==> src/rtl/strobe_stretch.sv <==
// strobe_stretch: turns a single-cycle strobe into a registered level pulse
// of programmable length. Optional retrigger. Strobes lost while busy are
// flagged and counted.
//
//   state  | meaning
//   -------+-----------------------------------------------------------
//   IDLE   | out low, waiting for a strobe
//   ACTIVE | out high, count = remaining high cycles incl. current one
module strobe_stretch #(
  parameter int LEN_WIDTH  = 8,
  parameter int DROP_WIDTH = 8,
  parameter int RETRIGGER  = 0
) (
  input  logic                  clk,
  input  logic                  reset_n,
  input  logic                  in,
  input  logic [LEN_WIDTH-1:0]  len,
  input  logic                  clear_drops,
  output logic                  out,
  output logic                  done,
  output logic                  dropped,
  output logic [DROP_WIDTH-1:0] drop_count
);

  typedef enum logic {
    IDLE   = 1'b0,
    ACTIVE = 1'b1
  } state_t;

  state_t               state;
  logic [LEN_WIDTH-1:0] count;
  logic                 last_cycle;
  logic                 accept;
  logic                 drop;
  logic                 len_zero;

  // Accept decode: idle, final high cycle (back-to-back), or always when retriggerable
  always_comb begin
    last_cycle = (state == ACTIVE) && (count == LEN_WIDTH'(1));
    accept     = in && ((state == IDLE) || last_cycle || (RETRIGGER != 0));
    drop       = in && !accept;
    len_zero   = (len == '0);
  end

  // Pulse FSM: load on accept, count down, issue done on the first low cycle
  always_ff @(posedge clk or negedge reset_n) begin
    if (!reset_n) begin
      state <= IDLE;
      count <= '0;
      out   <= 1'b0;
      done  <= 1'b0;
    end else begin
      done <= 1'b0;
      case (state)
        IDLE: begin
          if (accept && !len_zero) begin
            state <= ACTIVE;
            count <= len;
            out   <= 1'b1;
          end
        end
        ACTIVE: begin
          if (accept && !len_zero) begin
            // reload keeps out high with no gap and no intermediate done
            count <= len;
          end else if (accept || last_cycle) begin
            // natural end, or a zero-length accepted strobe cutting the pulse short
            state <= IDLE;
            count <= '0;
            out   <= 1'b0;
            done  <= 1'b1;
          end else begin
            count <= count - LEN_WIDTH'(1);
          end
        end
        default: begin
          state <= IDLE;
          count <= '0;
          out   <= 1'b0;
        end
      endcase
    end
  end

  // Drop bookkeeping: one-cycle flag plus saturating counter; a clear coincident
  // with a drop leaves that drop counted
  always_ff @(posedge clk or negedge reset_n) begin
    if (!reset_n) begin
      dropped    <= 1'b0;
      drop_count <= '0;
    end else begin
      dropped <= drop;
      if (clear_drops) begin
        drop_count <= drop ? DROP_WIDTH'(1) : '0;
      end else if (drop && (drop_count != '1)) begin
        drop_count <= drop_count + DROP_WIDTH'(1);
      end
    end
  end

endmodule

==> config.mk <==
export PLATFORM = sky130hd
export DESIGN_NAME = strobe_stretch
export DESIGN_NICKNAME = d
export VERILOG_FILES = /design/src/rtl/strobe_stretch.sv
export SDC_FILE = /design/constraint.sdc
export NUM_CORES = 1
export LEC_CHECK = 0
export CAP_MARGIN = 5
export CORE_MARGIN = 1.5
export CORE_UTILIZATION = 35
export CTS_CLUSTER_DIAMETER = 80
export DETAILED_ROUTE_END_ITERATION = 8
export GPL_TIMING_DRIVEN = 0
export MAX_ROUTING_LAYER = met4
export PLACE_DENSITY_LB_ADDON = 0.3
export SLEW_MARGIN = 15
export SYNTH_ARGS = -nofsm -noshare
export SYNTH_HDL_FRONTEND = slang
export SYNTH_SLANG_ARGS = --single-unit
==> constraint.sdc <==
create_clock -name clk -period 2.38 [get_ports clk]
set_input_delay 0.357 -clock clk [delete_from_list [all_inputs] [get_ports clk]]
set_output_delay 0.357 -clock clk [all_outputs]
set_load 0.05 [all_outputs]
* Word-level counts from Yosys, hierarchy flattened
Index checks and enable logic that the tools add are counted.
W data, S select, Z words.
** Operators by class
- Bitwise logic cells :: 1
- Reductions and logical operators :: 12
- Multiplexer cells :: 18
- $add $sub $neg :: 2
- Equality and inequality tests :: 5
** Operators with widths (number)
- $mux W8 :: 5
- $pmux W8 S2 :: 1
- $mux W1 :: 10
- $add A8 B1 Y8 const B :: 1
- $eq A8 B1 Y1 const B :: 1
- $logic_not A8 Y1 :: 1
- $ne A8 B8 Y1 const B :: 1
- $sub A8 B1 Y8 const B :: 1
- $logic_and A1 B1 Y1 :: 5
- $ne A2 B1 Y1 const B :: 2
- $pmux W1 S2 :: 2
- $reduce_and A3 Y1 :: 1
- $logic_not A1 Y1 :: 2
- $logic_or A1 B1 Y1 :: 2
- $ne A2 B2 Y1 const B :: 1
- $reduce_bool A2 Y1 :: 1
- $not A1 Y1 :: 1
** Storage, ports and cells
- Register bits after elaboration :: 20
- Output and inout port bits :: 11
- Logic and storage cells :: 44
- Input port bits :: 12

* Logic depth before layout (Yosys ltp)
Gate-level depths: netlist of run 1.
- Depth in word-level cells :: 9
- Mapped depth :: 7
- Mapped depth without buffers :: 6

* Worst setup path after synthesis of run 1
OpenSTA, ideal clock, no wires.
- Kind :: flip-flop to flip-flop
- From :: register count[1]
- To :: register count[4]
- Arrival :: 1754 ps
- Clock period less this slack :: 1879 ps
- Library setup time :: 126 ps
- Path buffers :: 1
- Required time :: 2254 ps
- Path slack :: 501 ps
- Cell stages (with the launch flop) :: 8
- Path through :: dfrtp_1 inv_1 ha_1 or4b_4 o21ai_4 buf_6 o22ai_2 a221o_1
** Between the ends
- Cells in the longest elaborated chain, start to end :: 8
- Elaborated cells between the ends (all ways) :: 11
- Those cells by class :: 1 x add/sub; 2 x eq/ne; 3 x mux; 5 x reduce/logical
** Ends and longest elaborated chain
- from (decl) :: line 31 : logic [LEN_WIDTH-1:0] count;
- from (signal assigned) :: line 58 : count <= len;
- from (signal assigned) :: line 65 : count <= len;
- from (signal assigned) :: line 73 : count <= count - LEN_WIDTH'(1);
- branches (longest 8 deep; another with $sub A8 B1 Y8)
Parallel ways; which one is timed is not known.
A chain may end at the register's enable or synchronous reset.

* Worst setup path after layout of run 1
Ends and elaborated chain as after synthesis.

==> reports/summary.txt, run 1 <==
WHS: 0.5456 ns
drt total wl: 2634 um
Pwr Density: 837.6 mW/mm2
Logic pwr share: 0.444
crit-path leading delay family: compound AO/OA/AOI/OAI gates
Final TNS setup: 0 ns
clock tree buffer depth: 2
Synth area leader: dfrtp_1
Diodes inserted: 0
peak supply drop: 0.3469 mV
# nets final: 159
initial antenna violation count: 0
Slew @ Worst Pin: 0.8857 ns
Leakage: 0.0005653 uW
Bufs and invs on worst path: 2
crit path max-delay cell type: or4b_4
syn_nets: 132
die area: 0.003732 mm2
DR iter-0 viols: 44
Setup CP Type: flop to flop
number of max-cap violations: 0
fin crit share: 0.8728
Top FF cell, synth: dfrtp_1
crit start category: flop
CP Data Required Time: 2.57 ns
antenna viol nets, final: 0
Worst Path Arrival: 2.27 ns
Filler cells: 309
Reg-to-Reg Start: count[1]
Net Sw Frac: 0.3889
most frequent cell after synthesis: dfrtp_1
synth unique cells: 40
CTS Buf Count: 3
layout cells sized above 1: 0.09859
H-tree depth: 1
clk slew on worst S/H paths: 0.11 ns
net switching power: 481.8 uW
GRT overflow: 0
routed vias/inst: 5.629
post-synth top area share: 0.4237
Final Non-Filler Cells: 186
vias in the first global route: 990
worst skew pair latency: 0.30 ns
status: completed
Hold Crit Class: input pin to asynchronous set/reset pin
largest net degree at the start of global routing: 21
Hold Buf Count CTS: 0
residual DRC count: 0
num rows: 20
RSZ-0062 raised after global routing: false
core area: 0.003128 mm2
Yosys Warn Count: 0
Resize count post-CTS: 0
Die H: 61.09 um
mapped cell area: 0.001181 mm2
crit path cell chain: inv_1 -> ha_1 -> or4b_4 -> o21ai_4 -> buf_6 -> o22ai_2 -> a221o_1
Max stage delay on crit path: 0.49 ns
area growth from synthesis to final layout: 25.21%
worst clock skew: 0.001246 ns
top cells by area, synth: dfrtp_1 (42%), a21oi_1 (3.4%), a221o_1 (3.4%), ha_1 (3.2%), or4_1 (3.2%)
cell count after synthesis: 117
ys async rst share: 1.000
final hold viol count: 0
Tmin final: 2.077 ns
Clk pwr share: 0.129
CP startpoint: count[1]
Rel. slew slack: 0.4077
worst-path fanout max: 10
root buf cell: clkbuf_4
commonest cells in the netlist: dfrtp_1 (20), a21oi_1 (8), nor2_1 (8), inv_1 (6)
CTS tree: done
Initial Util: 0.3776
Final Max Slew Viols: 0
final number of setup-violating endpoints: 0
sequential share of power: 0.427
synthesis-stage register bit count: 20
Pre-antenna DRT Iters: 6
fmax: 481.4 MHz
post-DP HPWL: 1896 um
post-DR wirelength/cell: 14.16 um
Overall Global Routing Usage: 0.1618
Pint: 757.0 uW
post-synthesis sequential area ratio: 0.4237
Placed Instances: 183
Critical Path Sink Type: flop
first-pass GRT wire length: 4312 um
post-route cell area: 0.001479 mm2
fin util: 0.4728
GP Congestion: 0.8222
die width: 61.09 um
I/O pins: 23
EDFF count, synth: 0
Buffers on Ports: 22
CTS sink cnt: 20
post-CTS setup buffers: 0
mean post-synth cell area: 10.10 um2
placed cell areas: 0.001456 mm2
vias: 1047
==> layout make-up <==
cell class | instances | area [um2] | area share
Multi-Input combinational cell | 86 | 615.6 | 0.4162
Buffer | 5 | 42.54 | 0.02876
Inverter | 6 | 22.52 | 0.01523
Sequential cell | 20 | 500.5 | 0.3384
Timing Repair Buffer | 22 | 220.2 | 0.1489
Tap cell | 44 | 55.05 | 0.03723
Clock buffer | 3 | 22.52 | 0.01523
==> cell families (layout without fill, tap and decap cells) <==
family / Yosys count / count (layout) / share of synthesized area
flops: 20 / 20 / 0.4237
buf+inv: 11 / 36 / 0.05508
fa+ha+maj: 3 / 3 / 0.03178
simple gates: 46 / 46 / 0.2341
mux: 4 / 4 / 0.03707
compound gates: 33 / 33 / 0.2182
==> flip-flops by register name (all words and copies together) (netlist names) <==
register    cells
count           8
done            1
drop_count      8
dropped         1
out             1
state           1
==> path summary, 6_finish.rpt <==
kind / cells after the start / slack, ns / endpoint
min reg2reg: 1 / 0.55 / count[5]
max: 7 / 0.30 / count[4]
max in group asynchronous: 1 / 1.29 / count[1]
min: 1 / 0.55 / drop_count[5]
min in group clk: 1 / 0.55 / count[5]
max reg2reg: 7 / 0.30 / count[4]
==> power by group through the flow <==
stage | logic, uW | clock network, uW | registers (uW)
6_report | 550 | 160 | 528
5_1_grt | 607 | 179 | 542
4_1_cts | 548 | 166 | 526
3_5_place_dp | 550 | 0 | 530
3_3_place_gp | 535 | 0 | 524
2_1_floorplan | 370 | 0 | 560
==> cell usage in the layout (no fill, tap or decap), types with 4 or more instances in the layout <==
cell type        count
a21oi_1              8
nor2_1               8
clkdlybuf4s50_1     22
dfrtp_1             20
or4_1                5
nand2_1              4
inv_1                6
nor4_1               4
nor3b_1              4
nand3_1              5
a221o_1              4
==> through the flow <==
stage,worst slack [ns],total power [uW]
finish,0.3027,1239
global route,0.1961,1328
CTS,0.3227,1240
detailed placement,0.1649,1080
global placement,0.1684,1059
floorplan,0.5005,930.0
==> per-layer routing <==
layer / up-vias / global-route usage / share of wire
met3: 5 / 0.02521 / 0.045
met5: - / - / 0
met2: 27 / 0.2584 / 0.47
li1: 502 / - / -
met1: 513 / 0.2048 / 0.46
met4: 0 / 0.06522 / 0.016
No activity file was read; power rests on OpenSTA's default activity.
==> run 2: changes to the inputs <==
--- a/config.mk
+++ b/config.mk
@@ -5,14 +5,14 @@
 export SDC_FILE = /design/constraint.sdc
 export NUM_CORES = 1
 export LEC_CHECK = 0
-export CAP_MARGIN = 5
+export CAP_MARGIN = 10
 export CORE_MARGIN = 1.5
 export CORE_UTILIZATION = 35
 export CTS_CLUSTER_DIAMETER = 80
 export DETAILED_ROUTE_END_ITERATION = 8
 export GPL_TIMING_DRIVEN = 0
 export MAX_ROUTING_LAYER = met4
-export PLACE_DENSITY_LB_ADDON = 0.3
+export PLACE_DENSITY = 0.64
 export SLEW_MARGIN = 15
 export SYNTH_ARGS = -nofsm -noshare
 export SYNTH_HDL_FRONTEND = slang
==> run 2 against run 1 <==
Critical path depth stayed put. Total power is 9.2% higher. Clock power is 76% higher. Die area stayed put. Core utilization is 0.96 points higher. Clock-buffer cell count stayed put. Clock skew is 0.014 ns higher. Global-route usage is 0.098 points lower.
==> reports/summary.txt, run 2 (same netlist as run 1, synthesis figures left out) <==
initial antenna violation count: 0 (unchanged)
Largest regs: count: 8 flops, drop_count: 8 flops (unchanged)
Pre-antenna DRT Iters: 4 (was 6)
Max stage delay on crit path: 0.50 ns (was 0.49 ns)
Final TNS setup: 0 ns (unchanged)
CTS tree: done (unchanged)
Overall Global Routing Usage: 0.1608 (was 0.1618)
most common cell after layout, fill and taps aside: clkdlybuf4s50_1 (unchanged)
CTS sink cnt: 20 (unchanged)
worst skew pair latency: 0.31 ns (was 0.30 ns)
Final Max Slew Viols: 0 (unchanged)
H-tree depth: 1 (unchanged)
layout cells sized above 1: 0.1049 (was 0.09859)
peak supply drop: 0.4379 mV (was 0.3469 mV)
die width: 61.09 um (unchanged)
Hold Crit Class: input pin to asynchronous set/reset pin (unchanged)
fin crit share: 0.8695 (was 0.8728)
post-DP HPWL: 1836 um (was 1896 um)
residual DRC count: 0 (unchanged)
most frequent cells in the layout: clkdlybuf4s50_1 (22), dfrtp_1 (20), nor2_1 (8), a21oi_1 (8), inv_1 (6) (unchanged)
root buf cell: clkbuf_4 (unchanged)
num rows: 20 (unchanged)
first-pass GRT wire length: 4340 um (was 4312 um)
Slew @ Worst Pin: 0.9047 ns (was 0.8857 ns)
final number of setup-violating endpoints: 0 (unchanged)
fmax: 483.2 MHz (was 481.4 MHz)
area growth from synthesis to final layout: 27.75% (was 25.21%)
crit path max-delay cell type: or4b_4 (unchanged)
setup ws final: 0.3105 ns (was 0.3027 ns)
post-DR wirelength/cell: 13.71 um (was 14.16 um)
RSZ-0062 raised after global routing: false (unchanged)
clk slew on worst S/H paths: 0.13 ns (was 0.11 ns)
GP Congestion: 0.8470 (was 0.8222)
status: completed (unchanged)
GRT overflow: 0 (unchanged)
Pwr Density: 896.3 mW/mm2 (was 837.6 mW/mm2)
DR iter-0 viols: 56 (was 44)
Resize count post-CTS: 0 (unchanged)
number of max-cap violations: 0 (unchanged)
clock tree buffer depth: 2 (unchanged)
Hold Buf Count CTS: 0 (unchanged)
CP Data Required Time: 2.57 ns (about the same)
core area: 0.003128 mm2 (unchanged)
worst-path fanout max: 10 (unchanged)
largest net degree at the start of global routing: 21 (unchanged)
Die H: 61.09 um (unchanged)
Filler cells: 283 (was 309)
Tmin final: 2.070 ns (was 2.077 ns)
die area: 0.003732 mm2 (unchanged)
CTS Buf Count: 3 (unchanged)
worst clock skew: 0.01486 ns (was 0.001246 ns)
Worst Path Arrival: 2.26 ns (was 2.27 ns)
crit-path leading delay family: compound AO/OA/AOI/OAI gates (unchanged)
vias in the first global route: 952 (was 990)
I/O pins: 23 (unchanged)
crit start category: flop (unchanged)
Critical Path Sink Type: flop (unchanged)
Leakage: 0.0005794 uW (was 0.0005653 uW)
# nets final: 159 (unchanged)
final hold viol count: 0 (unchanged)
Initial Util: 0.3776 (unchanged)
crit path cell chain: inv_1 -> ha_1 -> or4b_4 -> o21ai_4 -> buf_6 -> o22ai_2 -> a221o_1 (unchanged)
Rel. slew slack: 0.3950 (was 0.4077)
vias: 1048 (was 1047)
Setup CP Type: flop to flop (unchanged)
post-CTS setup buffers: 0 (unchanged)
routed vias/inst: 5.604 (was 5.629)
Buffers on Ports: 22 (unchanged)
Bufs and invs on worst path: 2 (unchanged)
antenna viol nets, final: 0 (unchanged)
WHS: 0.5355 ns (was 0.5456 ns)
Diodes inserted: 0 (unchanged)
dpl ws: 0.1493 ns (was 0.1649 ns)
drt total wl: 2564 um (was 2634 um)
==> run 2: area by class of cell <==
type                    instances  area (um2)  area share
clock buffers                   3       22.52     0.01493
multi-input cells              86       615.6      0.4080
plain buffers                   5       42.54     0.02819
clock inverters                 1       30.03     0.01990
well taps                      44       55.05     0.03648
repair buffers                 22       220.2      0.1459
flip-flops and latches         20       500.5      0.3317
inverters                       6       22.52     0.01493
==> run 2: metal layers <==
metal | global-route usage | up-vias | wire length (um)
met5 | - | - | 0
met3 | 0.03782 | 4 | 167
met4 | 0.07764 | 0 | 36
li1 | - | 503 | -
met2 | 0.2158 | 37 | 1133
met1 | 0.2256 | 504 | 1227
==> run 2: path summary, 6_finish.rpt <==
kind / start / end / slack (ns) / depth (start not counted)
max: count[1] / count[4] / 0.31 / 7
min: reset_n / drop_count[5] / 0.54 / 1
max reg2reg: count[1] / count[4] / 0.31 / 7
min reg2reg: count[5] / count[5] / 0.55 / 1
max in group asynchronous: reset_n / count[1] / 1.28 / 1
min in group clk: count[5] / count[5] / 0.55 / 1
==> run 2: report_power, final <==
group | switching, uW | internal, uW | total, uW
registers | 96.7 | 428 | 524
logic | 277 | 270 | 547
clock network | 111 | 170 | 281
total | 485 | 868 | 1350
==> run 2: worst reg2reg max path: cells and delay by family (launching register included) <==
kind            cells  cell delay [ns]
compound gates      3             0.59
fa+ha+maj           1             0.18
buf+inv             2             0.29
flops               1             0.41
simple gates        1             0.50
==> run 2: through the flow <==
| step | utilization | instance area [um2] | power, uW | cells |
|---|---|---|---|---|
| after detailed placement | 0.4656 | 1456 | 1077 | 183 |
| final | 0.4824 | 1509 | 1352 | 187 |
| after global routing | 0.4824 | 1509 | 1446 | 187 |
| after floorplan | - | 1181 | 930.0 | 117 |
| after CTS | 0.4824 | 1509 | 1361 | 187 |
| after global placement | 0.4656 | 1456 | 1062 | 183 |
==> RTL edit 1, RTL diff (config.mk and constraints of run 1) <==
Set the parameter `DROP_WIDTH` to 6 (it was 8).
--- a/src/rtl/strobe_stretch.sv
+++ b/src/rtl/strobe_stretch.sv
@@ -8,7 +8,7 @@
 //   ACTIVE | out high, count = remaining high cycles incl. current one
 module strobe_stretch #(
   parameter int LEN_WIDTH  = 8,
-  parameter int DROP_WIDTH = 8,
+  parameter int DROP_WIDTH = 6,
   parameter int RETRIGGER  = 0
 ) (
   input  logic                  clk,
Interface: changed (resized drop_count); port bits go from 23 to 21. No check against the original RTL was run, so the function may have changed too.
==> RTL edit 1 against run 1 <==
- total power down 9.0%
- first-iteration DRC count did not move
- critical endpoint is now drop_count[5]$_DFFE_PN0P_
- wire length fell by 6.4%
- final area shrank 11%
- largest power group is now registers
- setup slack worse by 0.024 ns
- the flow now finishes with violations (design-rule violations)
- count of clock-buffer cells in the layout grew 1
- sequential cell count fell by 2
- synthesized area shrank 12%
- critical path type unchanged
==> RTL edit 1: results (changes against run 1) <==
status=finished, violations left; violated checks=design-rule violations; DR WL met2=1.106 mm (-12%); Detail Placement HPWL=1.774 mm (-6.4%); CP max FO=9 (-1); metal3 WL=204 um (+71%); CTS root buffer=clkbuf_4; Resized cells post-CTS=0 (unchanged); via/cell ratio=6.098 (+8.3%); RePlAce Congestion=0.8496 (+3.3%); Compound-Gate Fraction of Synth Area=19.52% (-2.3 points); P_comb=430 uW (-22%); worst rel slew slack=47.02% (+6.2 points); Worst path top cell family by delay=simple AND/OR/NAND/NOR gates; Worst-path clk slew=0.11 ns (about the same); initial antenna violation count=0 (unchanged); Buffers on Ports=20 (-9.1%); met3 usage=4.464% (+1.9 points); met2 Use GR=24.51% (-1.3 points); first-pass GRT wire length=4.057 mm (-5.9%); Finished Layout Cells=163 (-12%); Synth Instances=108 (-7.7%); DRC Markers=2 (+2); DR WL/cell=15.12 um (+6.8%); sequential fraction of the synthesis area=43.11% (+0.74 points); layout cells sized above 1=8.333% (-1.5 points); global-route met1 utilization=21.50% (+1.0 points); GRT Util Overall=16.07% (-0.11 points); TritonCTS Buffers=3 (unchanged); total power=1.127 mW (-9.0%); Placed Area=1284 sq um (-12%); CP peak stage delay=0.45 ns (-0.04 ns); Synthesized Nets=123 (-6.8%); synth unique cells=36 (-10%); largest net degree at the start of global routing=19 (-9.5%); Post-layout nets=148 (-6.9%); skew final=0.004001 ns (+0.002755 ns); maximum VDD drop=0.4576 mV (+32%); placed cells=159 (-13%); Largest regs=count: 8 flops, drop_count: 6 flops; CP arrival=2.29 ns (+0.02 ns); Net Sw Frac=38.35% (-0.54 points); top-area cell type share of the netlist area=43.11% (+0.74 points); 1st-pass router iterations=6 (unchanged); Adder-Cell Fraction of Synth Area=3.593% (+0.41 points); postcts setup bufs=0 (unchanged); Post-Synth XOR/XNOR Area=0% (unchanged); vias in the first global route=898 (-9.3%); Lkg Pwr=0.5491 nW (-2.9%); Clock Latency Late Sink=0.30 ns (about the same); fraction of registers with async set/reset=100.0% (unchanged); top cells by count, synth=dfrtp_1, nand3_1, nor2_1; mux contribution to synthesized area=3.114% (-0.59 points); worst slack, placed=0.2018 ns (+0.03696 ns); CP max-delay cell=dfrtp_1; reported clock group power=194 uW (+21%); Longest Clk Path Bufs=2 (unchanged); Min-Delay Path Class=in2async; wl on met1=1.136 mm (-7.0%); synth top area cells=dfrtp_1, a221o_1, nand3_1
## RTL edit 1: final cells by class
cell class                      count  area, sq um
Multi-Input combinational cell     79        534.3
Sequential cell                    18        450.4
Buffer                              5        37.54
Fill cell                         283         1485
Clock buffer                        4        36.28
Tap cell                           31        38.79
Timing Repair Buffer               20        200.2
Inverter                            6        22.52
## RTL edit 1: worst paths after layout
path / start / end / slack (ns) / depth (start not counted)
min in group clk: out$_DFFE_PN0P_ / out$_DFFE_PN0P_ / 0.55 / 2
max in group asynchronous: reset_n / drop_count[1]$_DFFE_PN0P_ / 1.38 / 1
min: reset_n / count[4]$_DFFE_PN0P_ / 0.51 / 1
max reg2reg: count[1]$_DFFE_PN0P_ / drop_count[5]$_DFFE_PN0P_ / 0.28 / 7
min reg2reg: out$_DFFE_PN0P_ / out$_DFFE_PN0P_ / 0.55 / 2
max: count[1]$_DFFE_PN0P_ / drop_count[5]$_DFFE_PN0P_ / 0.28 / 7
==> RTL edit 2, RTL diff (flow settings as in run 1) <==
Made on the original files. Put one more register stage on the output `drop_count`, cleared by the reset. The value now appears one clock later. The other outputs are not delayed to match.
--- a/src/rtl/strobe_stretch.sv
+++ b/src/rtl/strobe_stretch.sv
@@ -26,6 +26,8 @@
     IDLE   = 1'b0,
     ACTIVE = 1'b1
   } state_t;
+
+  logic [DROP_WIDTH-1:0] drop_count_s0;
 
   state_t               state;
   logic [LEN_WIDTH-1:0] count;
@@ -87,14 +89,22 @@
   always_ff @(posedge clk or negedge reset_n) begin
     if (!reset_n) begin
       dropped    <= 1'b0;
-      drop_count <= '0;
+      drop_count_s0 <= '0;
     end else begin
       dropped <= drop;
       if (clear_drops) begin
-        drop_count <= drop ? DROP_WIDTH'(1) : '0;
-      end else if (drop && (drop_count != '1)) begin
-        drop_count <= drop_count + DROP_WIDTH'(1);
+        drop_count_s0 <= drop ? DROP_WIDTH'(1) : '0;
+      end else if (drop && (drop_count_s0 != '1)) begin
+        drop_count_s0 <= drop_count_s0 + DROP_WIDTH'(1);
       end
+    end
+  end
+
+  always_ff @(posedge clk or negedge reset_n) begin
+    if (!reset_n) begin
+      drop_count <= '0;
+    end else begin
+      drop_count <= drop_count_s0;
     end
   end
 
Formal check against the unedited RTL: not equivalent (a bounded check fails within 4 cycles, from zero or initial values and one cycle with reset_n low).
==> RTL edit 2 against run 1 <==
- clock skew rose by 0.0035 ns
- global-route usage grew 0.52 points
- highest routed layer unchanged
- final area rose by 17%
- wire length is 11% higher
- setup slack got worse by 0.13 ns
- sequential cell count is 8 higher
- total power is 26% higher
- synthesized area up 17%
==> RTL edit 2: results (changes against run 1) <==
Resized cells post-CTS=0 (unchanged); CP arrival=2.38 ns (+0.11 ns); Synth Instances=125 (+6.8%); Filler cells=352 (+14%); Lkg Pwr=0.6918 nW (+22%); Synthesized Nets=140 (+6.1%); synth unique cells=43 (+7.5%); sequential fraction of the synthesis area=50.68% (+8.3 points); Finished Layout Cells=199 (+7.0%); Largest regs=count: 8 flops, drop_count: 8 flops, drop_count_s0: 8 flops; placed cells=195 (+6.6%); cell internal pwr=1.039 mW (+37%); Detail Placement HPWL=2.134 mm (+13%); layout cells sized above 1=15.23% (+5.4 points); wl on met1=1.408 mm (+15%); via count=1,132 (+8.1%); Clock Latency Late Sink=0.28 ns (-0.02 ns); status=finished, final reports clean; DR WL/cell=14.72 um (+4.0%); 1st-pass router iterations=4 (-2); fraction of registers with async set/reset=100.0% (unchanged); first-pass GRT wire length=5.520 mm (+28%); Initial DRC Count=55 (+25%); vias in the first global route=1,165 (+18%); GRT Util Overall=16.70% (+0.52 points); CTS root buffer=clkbuf_8; skew final=0.004793 ns (+0.003547 ns); worst rel slew slack=57.09% (+16 points); Post-layout nets=167 (+5.0%); RePlAce Congestion=0.8924 (+8.5%)
RTL edit 2: kinds of logic after synthesis:
logic type / Yosys count / share of synthesized area (%)
flip-flops: 28 / 50.68
adder cells (fa/ha/maj): 3 / 2.715
multiplexers: 6 / 4.706
AND/OR/NAND/NOR: 48 / 20.27
AO/OA/AOI/OAI: 31 / 17.38
buffers and inverters: 9 / 4.253
RTL edit 2: worst paths after layout:
check                                        startpoint                      end  slack [ns]  depth (start not counted)
max in group asynchronous                       reset_n  drop_count[2]$_DFF_PN0_        1.87                          1
hold / removal                                  reset_n     count[7]$_DFFE_PN0P_        0.09                          1
setup reg to reg                   count[1]$_DFFE_PN0P_     count[1]$_DFFE_PN0P_        0.17                          8
hold reg to reg            drop_count_s0[5]$_DFFE_PN0P_  drop_count[5]$_DFF_PN0_        0.44                          0
min in group clk           drop_count_s0[5]$_DFFE_PN0P_  drop_count[5]$_DFF_PN0_        0.44                          0
setup / recovery                   count[1]$_DFFE_PN0P_     count[1]$_DFFE_PN0P_        0.17                          8
RTL edit 2: cell type report:
class | count | area, sq um | share of cell area, %
well taps | 48 | 60.06 | 3.473
clock inverters | 1 | 30.03 | 1.737
flip-flops and latches | 28 | 700.7 | 40.52
clock buffers | 3 | 41.29 | 2.388
inverters | 5 | 18.77 | 1.085
repair buffers | 22 | 215.2 | 12.45
multi-input cells | 88 | 623.1 | 36.03
plain buffers | 4 | 40.04 | 2.315
RTL edit 2: worst max-delay path: stages, from the launching register on:
cell and delay (ns):
dfrtp_1 0.40, inv_1 0.12, ha_1 0.24, or3b_2 0.53, o21ai_4 0.20, buf_6 0.18
buf_12 0.13, o32ai_1 0.08, a31o_2 0.22
RTL edit 2: metal layers:
| metal | vias up | global-route usage (%) |
|---|---|---|
| met1 | 561 | 23.85 |
| met5 | - | - |
| met3 | 4 | 1.533 |
| met2 | 33 | 25.51 |
| met4 | 0 | 4.688 |
| li1 | 534 | - |
RTL edit 2: power groups by stage:
| stage | logic, mW | clock network [mW] | registers, mW |
|---|---|---|---|
| after detailed placement | 0.510 | 0 | 0.685 |
| after CTS | 0.512 | 0.380 | 0.677 |
| after floorplan | 0.341 | 0 | 0.704 |
| after global routing | 0.576 | 0.396 | 0.699 |
| after global placement | 0.498 | 0 | 0.679 |
| final | 0.507 | 0.379 | 0.679 |
RTL edit 2: per-stage QoR:
stage / area (sq um) / total power [mW] / hold slack [ns] / utilization, % / setup slack, ns
finish: 1729 / 1.566 / 0.09491 / 46.53 / 0.1704
floorplan: 1383 / 1.045 / 0.06141 / - / 0.4082
global route: 1729 / 1.671 / 0.1563 / 46.53 / 0.03647
CTS: 1729 / 1.569 / 0.1172 / 46.53 / 0.1705
global placement: 1663 / 1.177 / 0.4062 / 44.75 / 0.1767
detailed placement: 1658 / 1.195 / 0.4181 / 44.61 / 0.1518
